$ cat src/rtl/ternary_serial_alu.sv
// Bit-serial balanced-free ternary ALU: captures two WIDTH-trit words, computes one trit per cycle, holds result until taken.
// Optional illegal-code (11) checking is enabled by defining TERNARY_ILLEGAL_CHECK_EN.
module ternary_serial_alu #(
  parameter int WIDTH = 4
) (
  input  logic                 clk,
  input  logic                 rst_n,
  input  logic                 in_valid,
  output logic                 in_ready,
  input  logic [1:0]           op,
  input  logic [2*WIDTH-1:0]   a,
  input  logic [2*WIDTH-1:0]   b,
  output logic                 out_valid,
  input  logic                 out_ready,
  output logic [2*WIDTH-1:0]   result,
  output logic                 err
);

  typedef enum logic [1:0] {IDLE, RUN, DONE} state_e;
  typedef enum logic [1:0] {OP_MIN = 2'b00, OP_MAX = 2'b01, OP_ANY = 2'b10, OP_CONS = 2'b11} op_e;

  state_e              state, state_d;
  op_e                 op_q;
  logic [2*WIDTH-1:0]  a_q, b_q, result_q, result_d;
  logic [4:0]          cnt_q;
  logic                capture, step, last;
  logic [1:0]          ta, tb, trit_raw, trit;

  // Codes are treated as plain 2-bit numbers, so an illegal 11 flows through as the value 3.
  function automatic logic [1:0] trit_op(input op_e o, input logic [1:0] x, input logic [1:0] y);
    logic [2:0] s;
    s = {1'b0, x} + {1'b0, y};
    case (o)
      OP_MIN:  trit_op = (x < y) ? x : y;
      OP_MAX:  trit_op = (x > y) ? x : y;
      OP_ANY:  trit_op = (s == 3'd0) ? 2'd0 : (s >= 3'd3) ? 2'd2 : s[1:0] - 2'd1;
      default: trit_op = (x == y) ? x : 2'd1;
    endcase
  endfunction

  assign capture = (state == IDLE) && in_valid;
  assign step    = (state == RUN);
  assign last    = (cnt_q == 5'(WIDTH - 1));

  assign in_ready  = (state == IDLE);
  assign out_valid = (state == DONE);
  assign result    = result_q;

  // NOTE: sequential state uses non-blocking (<=) so every register samples pre-edge values.
  always_ff @(posedge clk or negedge rst_n) begin
    if (!rst_n) state <= IDLE;
    else        state <= state_d;
  end

  // NOTE: every combinational output is defaulted first so no path can infer a latch.
  always_comb begin
    state_d = state;
    case (state)
      IDLE:    if (in_valid)  state_d = RUN;
      RUN:     if (last)      state_d = DONE;
      DONE:    if (out_ready) state_d = IDLE;
      default: state_d = IDLE;
    endcase
  end

  // Operands shift right as they are consumed, so the current trit is always at [1:0].
  assign ta       = a_q[1:0];
  assign tb       = b_q[1:0];
  assign trit_raw = trit_op(op_q, ta, tb);

`ifdef TERNARY_ILLEGAL_CHECK_EN
  logic illegal, err_q;
  assign illegal = (ta == 2'b11) || (tb == 2'b11);
  assign trit    = illegal ? 2'b00 : trit_raw;
  assign err     = err_q;

  always_ff @(posedge clk or negedge rst_n) begin
    if (!rst_n)                 err_q <= 1'b0;
    else if (capture)           err_q <= 1'b0;
    else if (step && illegal)   err_q <= 1'b1;
  end
`else
  assign trit = trit_raw;
  assign err  = 1'b0;
`endif

  always_comb begin
    result_d = result_q;
    for (int i = 0; i < WIDTH; i++) begin
      if (cnt_q == 5'(i)) result_d[2*i +: 2] = trit;
    end
  end

  // NOTE: the captured operands are reset too, so an aborted operation leaves nothing behind.
  always_ff @(posedge clk or negedge rst_n) begin
    if (!rst_n) begin
      a_q      <= '0;
      b_q      <= '0;
      op_q     <= OP_MIN;
      cnt_q    <= '0;
      result_q <= '0;
    end else if (capture) begin
      a_q      <= a;
      b_q      <= b;
      op_q     <= op_e'(op);
      cnt_q    <= '0;
      result_q <= '0;
    end else if (step) begin
      a_q      <= a_q >> 2;
      b_q      <= b_q >> 2;
      cnt_q    <= cnt_q + 5'd1;
      result_q <= result_d;
    end
  end

endmodule
$ cat config.mk
export PLATFORM = sky130hd
export DESIGN_NAME = ternary_serial_alu
export DESIGN_NICKNAME = d
export VERILOG_FILES = /design/src/rtl/ternary_serial_alu.sv
export SDC_FILE = /design/constraint.sdc
export NUM_CORES = 1
export LEC_CHECK = 0
export BUFFER_PORTS_ARGS = -buffer_cell sky130_fd_sc_hd__buf_2
export CELL_PAD_IN_SITES_DETAIL_PLACEMENT = 0
export CELL_PAD_IN_SITES_GLOBAL_PLACEMENT = 1
export CORE_UTILIZATION = 39
export CTS_BUF_LIST = sky130_fd_sc_hd__clkbuf_8
export DETAILED_ROUTE_END_ITERATION = 10
export HOLD_SLACK_MARGIN = 0.15
export PLACE_DENSITY = 0.89
export SKIP_LAST_GASP = 1
export SYNTH_ARGS = -nofsm -noshare
export SYNTH_HDL_FRONTEND = slang
export SYNTH_SLANG_ARGS = --single-unit
$ cat constraint.sdc
create_clock -name clk -period 2.13 [get_ports clk]
set_input_delay 0.3195 -clock clk [delete_from_list [all_inputs] [get_ports clk]]
set_output_delay 0.3195 -clock clk [all_outputs]
set_load 0.01 [all_outputs]
Yosys cells after proc, flatten, opt, wreduce, memory -nomap -nowiden
Cells that the tools add are included.
{"block": "classes", "addsub": 3, "magnitude_cmp": 3, "eq_ne": 11, "muxes": 22, "n_reduce_logical": 15}
{"cell": "2-to-1 mux 8 bit", "count": 6}
{"cell": "2-to-1 mux 2 bit", "count": 12}
{"cell": "one-hot mux 2 bit (3 select lines)", "count": 2}
{"cell": "equality test 5 x 2 -> 1 bit, second input constant", "count": 2}
{"cell": "2-to-1 mux 5 bit", "count": 2}
{"cell": "nonzero test 2 bit", "count": 5}
{"cell": "AND reduction 2 bit", "count": 4}
{"cell": "adder 5 x 1 -> 5 bit, second input constant", "count": 1}
{"cell": "equality test 5 x 1 -> 1 bit, second input constant", "count": 1}
{"cell": "logical NOT 5 bit", "count": 1}
{"cell": "equality test 2 x 1 -> 1 bit, second input constant", "count": 2}
{"cell": "equality test 2 bit, second input constant", "count": 2}
{"cell": "logical NOT 2 bit", "count": 2}
{"cell": "inequality test 2 x 1 -> 1 bit, second input constant", "count": 2}
{"cell": "adder 2 x 2 -> 3 bit", "count": 1}
{"cell": "greater-or-equal comparator 3 x 2 -> 1 bit, second input constant", "count": 1}
{"cell": "logical NOT 3 bit", "count": 1}
{"cell": "AND reduction 3 bit", "count": 1}
{"cell": "equality test 2 bit", "count": 1}
{"cell": "> comparator 2 bit", "count": 1}
{"cell": "< comparator 2 bit", "count": 1}
{"cell": "inequality test 2 bit, second input constant", "count": 1}
{"cell": "subtractor 2 x 1 -> 2 bit, second input constant", "count": 1}
{"cell": "logical AND 1 bit", "count": 1}
{"block": "word_totals", "register_bits": 33, "in_bits": 22, "output_inout_bits": 11, "elab_cells": 63}

Depth between registers and ports, before layout
Gate-level depths: netlist of run 1.
{"block": "depth", "depth_word": 8, "ltp_mapped": 9, "depth_no_buf": 9}

Worst setup path before layout of run 1
Ideal clock, no wire load.
{"block": "synth_timing", "kind": "register to register", "startpoint": "register a_q[0]", "endpoint": "register result_q[1], in the netlist result[1]", "setup_ns": 0.099, "t_arrival_ns": 2.031, "t_required_ns": 2.031, "slack_ns": 0.000, "stages_incl_launch_ff": 10, "n_path_buf": 0, "period_less_slack_ns": 2.130, "path_cell_list": "dfrtp_1 -> ha_1 -> inv_1 -> fa_1 -> ha_1 -> inv_1 -> a211oi_1 -> o311ai_1 -> a22oi_2 -> a311oi_1"}
{"block": "synth_via", "elab_chain_len": 8, "elab_cells_between_ends": 16, "cone_classes": "add/sub (2); order compare (3); eq/ne (1); mux (9); reduce/logical (1)"}
{"element": "start: declaration", "line": "24", "text": "logic [2*WIDTH-1:0] a_q, b_q, result_q, result_d;"}
{"element": "start signal: assignment", "line": "109", "text": "a_q <= a_q >> 2;"}
{"element": "adder 2 x 2 -> 3 bit", "line": "32", "text": "s = {1'b0, x} + {1'b0, y};"}
{"element": "greater-or-equal comparator 3 x 2 -> 1 bit / subtractor 2 x 1 -> 2 bit (equally long branches)", "line": "36", "text": "OP_ANY: trit_op = (s == 3'd0) ? 2'd0 : (s >= 3'd3) ? 2'd2 : s[1:0] - 2'd1;"}
{"element": "2-to-1 mux 2 bit (2 in a row)", "line": "36"}
{"element": "one-hot mux 2 bit (3 select lines) *", "line": "33", "text": "case (o)"}
{"element": "2-to-1 mux 2 bit *", "line": "90", "text": "if (cnt_q == 5'(i)) result_d[2*i +: 2] = trit;"}
{"element": "2-to-1 mux 8 bit *", "line": "108", "text": "end else if (step) begin"}
{"element": "2-to-1 mux 8 bit *", "line": "102", "text": "end else if (capture) begin"}
{"element": "end signal: assignment", "line": "112", "text": "result_q <= result_d;"}
{"element": "end: declaration", "line": "24"}
Mark *: on every way between the ends. The rest lies on a longest branch, timed or not. The select of a mux whose other input is x is not followed.
A chain may end at the register's enable or synchronous reset.

Final worst setup path of run 1
{"block": "layout_timing", "startpoint": "register b_q[0]", "endpoint": "register result_q[1], in the netlist result[1]"}
{"block": "layout_via", "elab_chain_len": 8, "elab_cells_between_ends": 16, "cone_classes": "add/sub (2); order compare (3); eq/ne (1); mux (9); reduce/logical (1)"}
{"element": "start: declaration", "line": "24"}
{"element": "start signal: assignment", "line": "110", "text": "b_q <= b_q >> 2;"}
{"element": "adder 2 x 2 -> 3 bit", "line": "32"}
{"element": "greater-or-equal comparator 3 x 2 -> 1 bit / subtractor 2 x 1 -> 2 bit (equally long branches)", "line": "36"}
{"element": "2-to-1 mux 2 bit (2 in a row)", "line": "36"}
{"element": "one-hot mux 2 bit (3 select lines) *", "line": "33"}
{"element": "2-to-1 mux 2 bit *", "line": "90"}
{"element": "2-to-1 mux 8 bit *", "line": "108"}
{"element": "2-to-1 mux 8 bit *", "line": "102"}
Marked as above.

==> results of run 1 <==
[what timing repair did]
| item | in CTS | in global routing |
|---|---|---|
| endpoints found under the hold margin | 33 | 0 |
| endpoints found under the setup margin | 4 | 8 |
| pin swaps | 8 | 13 |
| hold buffers | 1 | 0 |
| gates resized for setup | 3 | 16 |
| buffers inserted | 1 | 2 |
[critical path, cell delays in order, from the launching register on]
cell and delay (ns):
dfrtp_1 0.38, ha_2 0.19, inv_2 0.05, fa_2 0.46, ha_4 0.28, inv_2 0.03
a211oi_2 0.18, o311ai_2 0.12, a22oi_2 0.24, a311oi_1 0.13
[cells by family after synthesis]
kind of cell / Yosys count / synth area share [%]
simple gates: 68 / 17.6
other cells: 1 / 0.216
flops: 33 / 47.5
fa+ha+maj: 11 / 8.35
compound gates: 51 / 21.2
buf+inv: 21 / 5.04
[power groups by stage]
stage	combinational [W]	sequential [W]	clock, W
floorplan	0.00127	0.00106	0
global placement	0.00173	0.00105	0
finish	0.00209	0.00105	0.000451
detailed placement	0.00175	0.00106	0
CTS	0.00181	0.00105	0.000468
global route	0.00233	0.00109	0.000496
[how the worst max path moves through the flow]
stage | to | startpoint | slack (ns)
2_1_floorplan | result[1] | a_q[0] | -0.000008
4_1_cts | result[1] | b_q[0] | -0.08
3_3_place_gp | result[3] | a_q[0] | -0.02
6_report | result[1] | b_q[0] | -0.07
5_1_grt | result[5] | b_q[0] | -0.16
3_5_place_dp | result[1] | a_q[0] | -0.07
[stage by stage]
| stage | area (µm²) | util (%) |
|---|---|---|
| 3_3_place_gp | 1980 | 47.8 |
| 2_1_floorplan | 1740 | - |
| 3_5_place_dp | 1980 | 47.8 |
| 4_1_cts | 2090 | 50.4 |
| 5_1_grt | 2160 | 52.2 |
| 6_report | 2160 | 52.2 |
[area by class of cell]
type / count / share of cell area, %
timing repair buffer: 44 / 11.8
clock inverter: 3 / 0.636
inverter: 12 / 2.08
tap: 50 / 2.89
sequential: 33 / 38.2
multi-input combinational: 131 / 41.2
clock buffer: 5 / 3.18
[layer usage]
metal	global-route usage (%)	vias up	part of all wire, %
met5	0	-	0
met4	6.89	0	2.0
met3	4.44	8	4.1
met2	27.6	38	45
met1	21.8	682	49
li1	-	732	-
[flip-flops by register name (all words and copies together), names as in the netlist]
register	cells
a_q	8
b_q	8
cnt_q	5
op_q	2
result	8
state	2
[cell usage after synthesis, types with 2 or more instances]
library cell  count  area [µm²]
a22oi_1           9        67.6
clkbuf_1          4        15.0
nand2b_1          2        12.5
nand2_1          42         158
a221o_1           3        30.0
ha_1             10         125
buf_2             3        15.0
a21oi_1           4        20.0
nor2_1            4        15.0
a311oi_1          3        26.3
and2_1            2        12.5
nand4_1           2        12.5
inv_1            12        45.0
o21ai_0          20         100
nor3_1            4        20.0
nand3_1           8        40.0
dfrtp_1          33         826
==> metrics, run 1 <==
Slew HR 51.9%; total number of vias 1460; Mapped Area 1740 µm²; area delta synth->final 24.5%; Longest Clk Path Bufs 2; Worst Min Path Start out_ready; Pre-antenna DRT Iters 4; TritonCTS clock tree yes; placed insts 266; drc violations 0; drt via density 5.25; Final nets 260; Die Span Y 68.8 µm; Tot Pwr 0.00359 W; Core ar. 4140 µm²; Initial Utilization 41.9%; Pleak 1.06 nW; TritonCTS Buffers 5; ANT nets after route 0; Synth Register Bits 33; number of global-route vias before repair 1319; final count of hold timing violations 0; worst-margin pin slew 0.721 ns; flop-to-flop setup slack -0.07 ns; clock power share 12.6%; Primary FF master, synth dfrtp_1; clk_skew 0.00510 ns; run status complete, but fails checks; Power Internal 0.00199 W; IO buf count 31; multi-input logic area 892 µm²; most common cell after layout, fill and taps aside nand2_1; Worst-path clk slew 0.07 ns; failing checks setup timing; final setup fails 7; Tot GR Track Use 17.1%; net switching fraction of the power 44.5%; Crit Path Max Fanout 4; most frequent cells in the layout 42 x nand2_1, 33 x dfrtp_1, 31 x buf_2, 16 x o21ai_0, 12 x buf_4; Avg Cell Area, Syn 9.39 µm²; Hold Path Stages 2; Crit Path Class register to register; Seq pwr share 29.3%; antenna fix cells 0; hold slack 0.226 ns; CP Data Arrival Time 2.36 ns; maximum vdd drop 0.667 mV; wire per inst 13.2 µm; Worst EP required 2.28 ns; FF/Latch Area 826 µm²; Clock Sinks 33; worst setup slack after layout -0.0712 ns; Ports 33; R2R Path Start b_q[0]; RSZ-0062 raised after global routing true; Comb pwr share 58.2%; CTS H-Tree Depth 2; Final Non-Filler Cells 278; highest clock rate 454 MHz; die area 4730 µm²; fin. max-slew vios 0; Cells after Synth 185; Iteration-0 DRC Markers 88; initial antenna violation count 0; total of max-cap violations 0; Worst R2R End result[1]; period utilization 103%; placer congestion estimate 0.852; row count 23; startpoint types register; FILL cells 416; first-pass GRT wire length 5870 µm; EDFF count, synth 0; DPL Wire Length 2550 µm; Root Driver clkbuf_8; async set-reset flop share out of synthesis 100%; syn_nets 218; Psw 0.00160 W; Detailed Route WL 3670 µm; pre-CTS setup slack -0.0744 ns; worst hold endpoint state[1]; setup_tns -0.248 ns; synth warn 0; post-synthesis sequential area ratio 47.5%; worst skew pair latency 0.29 ns; Worst setup EP type register; shortest period the worst path allows 2.20 ns; gr ovfl total 0; Pwr Density 1660 nW/µm²; largest net degree at the start of global routing 34; Die W 68.8 µm; synth unique cells 37; min-delay worst type primary input to register; reg2reg path depth 9; layout cells sized above 1 29.8%
(Power assumes the default switching activity.)
==> run 2: changes to the inputs <==
--- a/config.mk
+++ b/config.mk
@@ -17,3 +17,4 @@
 export SYNTH_ARGS = -nofsm -noshare
 export SYNTH_HDL_FRONTEND = slang
 export SYNTH_SLANG_ARGS = --single-unit
+export TNS_END_PERCENT = 5
==> metrics, run 2 (synthesis results as in run 1) <==
flop-to-flop setup slack -0.04 ns; area delta synth->final 20.8%; wire per inst 12.6 µm; drc violations 0; DPL Wire Length 2560 µm; reg2reg path depth 9; drt via density 5.17; highest clock rate 461 MHz; Worst R2R End result[1]; Root Driver clkbuf_8; period utilization 102%; Crit Path Class register to register; most frequent cells in the layout 42 x nand2_1, 33 x dfrtp_1, 31 x buf_2, 20 x o21ai_0, 13 x inv_1; Worst-path clk slew 0.07 ns; layout cells sized above 1 25.2%; post-layout util 50.7%; R2R Path Start a_q[0]; Iteration-0 DRC Markers 105; TritonCTS clock tree yes; CP Data Arrival Time 2.36 ns; Pleak 1.05 nW; final count of hold timing violations 0; total of max-cap violations 0; initial antenna violation count 0; Worst EP required 2.32 ns; Slew HR 51.4%; Crit Path Max Fanout 4; worst skew pair latency 0.28 ns; first-pass GRT wire length 5910 µm; crit path from a_q[0]; CP Capture Point result[1]; CTS H-Tree Depth 2; Final nets 258; ANT nets after route 0; Die Span Y 68.8 µm; Pwr Density 1580 nW/µm²; worst setup slack after layout -0.0413 ns; Tot GR Track Use 16.9%; post-route cell area 2100 µm²; FILL cells 412; Detailed Route WL 3470 µm; Post-CTS Setup Inserts 0; Longest Clk Path Bufs 2; failing checks setup timing; antenna fix cells 0; clk_skew 0.00221 ns; row count 23; number of global-route vias before repair 1302; maximum vdd drop 0.637 mV; min-delay worst type primary input to register; run status complete, but fails checks; startpoint types register; placer congestion estimate 0.872; Worst setup EP type register; IO buf count 31; Ports 33; Post-DP Area 1990 µm²; Clock Sinks 33; final setup fails 4; fin. max-slew vios 0; TritonCTS Buffers 5; die area 4730 µm²; RSZ-0062 raised after global routing true; gr ovfl total 0; Initial Utilization 41.9%; shortest period the worst path allows 2.17 ns; worst-margin pin slew 0.729 ns; total number of vias 1427; largest net degree at the start of global routing 34; Core ar. 4140 µm²; Pre-antenna DRT Iters 4; most common cell after layout, fill and taps aside nand2_1; Die W 68.8 µm
run 2: how the worst min path moves through the flow:
| stage | slack [ns] | endpoint | cells after the start | startpoint |
|---|---|---|---|---|
| 2_1_floorplan | 0.02 | a_q[0] | 0 | rst_n |
| 3_3_place_gp | 0.42 | result[2] | 1 | rst_n |
| 3_5_place_dp | 0.42 | result[2] | 1 | rst_n |
| 4_1_cts | 0.24 | a_q[7] | 3 | a[7] |
| 5_1_grt | 0.23 | b_q[6] | 3 | b[6] |
| 6_report | 0.24 | state[1] | 2 | out_ready |
run 2: timing repair:
item	4_1_cts	5_1_grt
gates resized for setup	0	3
setup endpoints to repair	5	8
pin swaps	5	3
hold endpoints to repair	33	0
hold buffers	1	0
run 2: cell type report:
cell class | instances | area, µm² | share of cell area (%)
multi-input cells | 131 | 843 | 40.2
clock buffers | 5 | 68.8 | 3.28
well taps | 50 | 62.6 | 2.98
inverters | 12 | 45.0 | 2.15
clock inverters | 3 | 13.8 | 0.656
flip-flops and latches | 33 | 826 | 39.3
repair buffers | 42 | 240 | 11.4
run 2: worst max-delay path, stage by stage, from the launching register on:
cell	delay, ns
dfrtp_1	0.38
ha_1	0.19
inv_1	0.06
fa_1	0.42
ha_1	0.28
inv_1	0.07
a211oi_2	0.04
o311ai_2	0.23
a22oi_2	0.13
a311oi_2	0.27
run 2: per-layer routing:
| layer | track usage [%] | wire length, µm |
|---|---|---|
| met5 | 0 | 0 |
| met4 | 6.63 | 65 |
| met3 | 4.44 | 170 |
| met2 | 27.0 | 1600 |
| met1 | 21.8 | 1640 |
run 2: stage by stage:
step | power, W | cells | TNS, ns | hold slack (ns) | setup slack, ns
3_3_place_gp | 0.00278 | 267 | -0.0731 | 0.423 | -0.0253
3_5_place_dp | 0.00283 | 267 | -0.264 | 0.424 | -0.0895
2_1_floorplan | 0.00233 | 185 | -0.0000240 | 0.0239 | -0.00000799
6_report | 0.00333 | 276 | -0.115 | 0.241 | -0.0413
5_1_grt | 0.00368 | 276 | -1.21 | 0.234 | -0.194
4_1_cts | 0.00329 | 276 | -0.315 | 0.235 | -0.0882
run 2: power breakdown:
group | total (W) | internal [W] | leakage (nW) | switching (W)
clock | 0.000444 | 0.000221 | 0.0491 | 0.000222
sequential | 0.00104 | 0.000878 | 0.426 | 0.000166
combinational | 0.00184 | 0.000763 | 0.577 | 0.00108
==> run 3: changes to the inputs <==
--- a/config.mk
+++ b/config.mk
@@ -12,7 +12,7 @@
 export CTS_BUF_LIST = sky130_fd_sc_hd__clkbuf_8
 export DETAILED_ROUTE_END_ITERATION = 10
 export HOLD_SLACK_MARGIN = 0.15
-export PLACE_DENSITY = 0.89
+export PLACE_DENSITY_LB_ADDON = 0.1
 export SKIP_LAST_GASP = 1
 export SYNTH_ARGS = -nofsm -noshare
 export SYNTH_HDL_FRONTEND = slang
==> metrics, run 3 (synthesis results as in run 1) <==
ANT nets after route 0; Die Span Y 68.8 µm; die area 4730 µm²; Pleak 1.06 nW; final count of hold timing violations 0; Core ar. 4140 µm²; run status complete, but fails checks; largest net degree at the start of global routing 34; maximum vdd drop 0.615 mV; fin. max-slew vios 0; failing checks setup timing; Slew HR 50.4%; Top Family by Delay on Critical Path adder cells; Die W 68.8 µm; total number of vias 1477; Tot GR Track Use 18.7%; clock power share 17.7%; most frequent cells in the layout 42 x nand2_1, 33 x dfrtp_1, 31 x buf_2, 20 x o21ai_0, 13 x inv_1; Post-DP Area 1980 µm²; Worst-path clk slew 0.07 ns; Buf+Inv Stages, Crit Path 2; most common cell after layout, fill and taps aside nand2_1; final setup fails 7; clk_skew 0.00454 ns; Worst R2R End result[5]; critical path's largest stage delay 0.43 ns; area delta synth->final 21.2%; post-layout util 50.8%; initial antenna violation count 0; Iteration-0 DRC Markers 69; drc violations 0; period utilization 103%; Worst EP required 2.32 ns; RSZ-0062 raised after global routing true; Root Driver clkbuf_8; highest clock rate 454 MHz; Pwr Density 1630 nW/µm²; min-delay worst type primary input to register; Worst setup EP type register; net switching fraction of the power 42.6%; FILL cells 418; Detailed Route WL 3760 µm; Hold Path Stages 2; Pre-antenna DRT Iters 5; IO buf count 31; Final nets 257; CP Data Arrival Time 2.39 ns; Initial Utilization 41.9%; Ports 33; slowest CP cell fa_1; Comb pwr share 51.9%; post-route cell area 2110 µm²; worst skew pair latency 0.28 ns; Longest Clk Path Bufs 2; total of max-cap violations 0; Seq pwr share 30.4%; CTS H-Tree Depth 2; reg2reg path depth 9; worst path cell trace ha_1 -> inv_1 -> fa_1 -> ha_1 -> inv_1 -> a211oi_1 -> o311ai_1 -> a22oi_2 -> a311oi_1; worst hold endpoint state[1]; flop-to-flop setup slack -0.07 ns; first-pass GRT wire length 6280 µm; TritonCTS Buffers 5; antenna fix cells 0; gr ovfl total 0; Power Internal 0.00198 W; placer congestion estimate 0.799; TritonCTS clock tree yes; Post-CTS Setup Inserts 0; worst setup slack after layout -0.0732 ns; R2R Path Start a_q[0]; worst-margin pin slew 0.744 ns; layout cells sized above 1 23.6%; multi-input logic area 825 µm²; Clock Sinks 33; wire per inst 13.7 µm; DPL Wire Length 2800 µm; Crit Path Class register to register; row count 23; number of global-route vias before repair 1405; Psw 0.00147 W; startpoint types register; FF/Latch Area 826 µm²; Worst Min Path Start out_ready; Crit Path Max Fanout 4; drt via density 5.37; hold slack 0.220 ns; shortest period the worst path allows 2.20 ns
-- run 3: changes by cell type in the layout (fill, tap and decap cells not counted) --
cell	before	now
clkinv_2	2	0
buf_4	10	9
bufinv_16	0	1
a311oi_2	1	0
clkbuf_8	5	6
o311ai_1	0	1
a311oi_1	2	3
a211oi_1	0	1
a211oi_2	1	0
o311ai_2	1	0
-- run 3: repair_timing --
item,in CTS,in global routing
endpoints found under the hold margin,33,0
endpoints found under the setup margin,4,8
hold buffers,1,0
pin swaps,1,0
gates resized for setup,0,0
-- run 3: area by class of cell --
| type | count | share of cell area (%) |
|---|---|---|
| clock buffer | 6 | 3.92 |
| clock inverter | 2 | 1.60 |
| inverter | 12 | 2.14 |
| multi-input combinational | 131 | 39.1 |
| sequential | 33 | 39.2 |
| tap | 50 | 2.97 |
| timing repair buffer | 41 | 11.0 |
-- run 3: worst max-delay path by stage --
| stage | to | slack [ns] | cells after the start | start |
|---|---|---|---|---|
| 2_1_floorplan | result[1] | -0.000008 | 9 | a_q[0] |
| 3_3_place_gp | result[3] | -0.02 | 9 | a_q[0] |
| 3_5_place_dp | result[3] | -0.15 | 9 | a_q[0] |
| 4_1_cts | result[3] | -0.10 | 9 | a_q[0] |
| 5_1_grt | result[5] | -0.18 | 9 | a_q[0] |
| 6_report | result[5] | -0.07 | 9 | a_q[0] |
-- run 3: routing by layer --
| layer | wire length (µm) | track usage [%] | vias up |
|---|---|---|---|
| li1 | - | - | 725 |
| met1 | 1730 | 23.0 | 698 |
| met2 | 1760 | 30.6 | 45 |
| met3 | 194 | 5.10 | 9 |
| met4 | 85 | 7.91 | 0 |
| met5 | 0 | 0 | - |
-- run 3: power by group through the flow --
| stage | Sequential (W) | Combinational (W) | Clock [W] |
|---|---|---|---|
| after floorplan | 0.00106 | 0.00127 | 0 |
| after global placement | 0.00105 | 0.00172 | 0 |
| after detailed placement | 0.00106 | 0.00180 | 0 |
| after CTS | 0.00105 | 0.00180 | 0.000624 |
| after global routing | 0.00108 | 0.00201 | 0.000652 |
| final | 0.00105 | 0.00179 | 0.000609 |
-- run 3: through the flow --
step           total power, W  setup TNS (ns)  setup slack, ns  cells
6_report              0.00344          -0.428          -0.0732    275
3_3_place_gp          0.00277         -0.0619          -0.0213    266
5_1_grt               0.00375           -1.19           -0.177    275
3_5_place_dp          0.00286          -0.330           -0.147    266
2_1_floorplan         0.00233      -0.0000240      -0.00000799    185
4_1_cts               0.00347          -0.302           -0.103    275
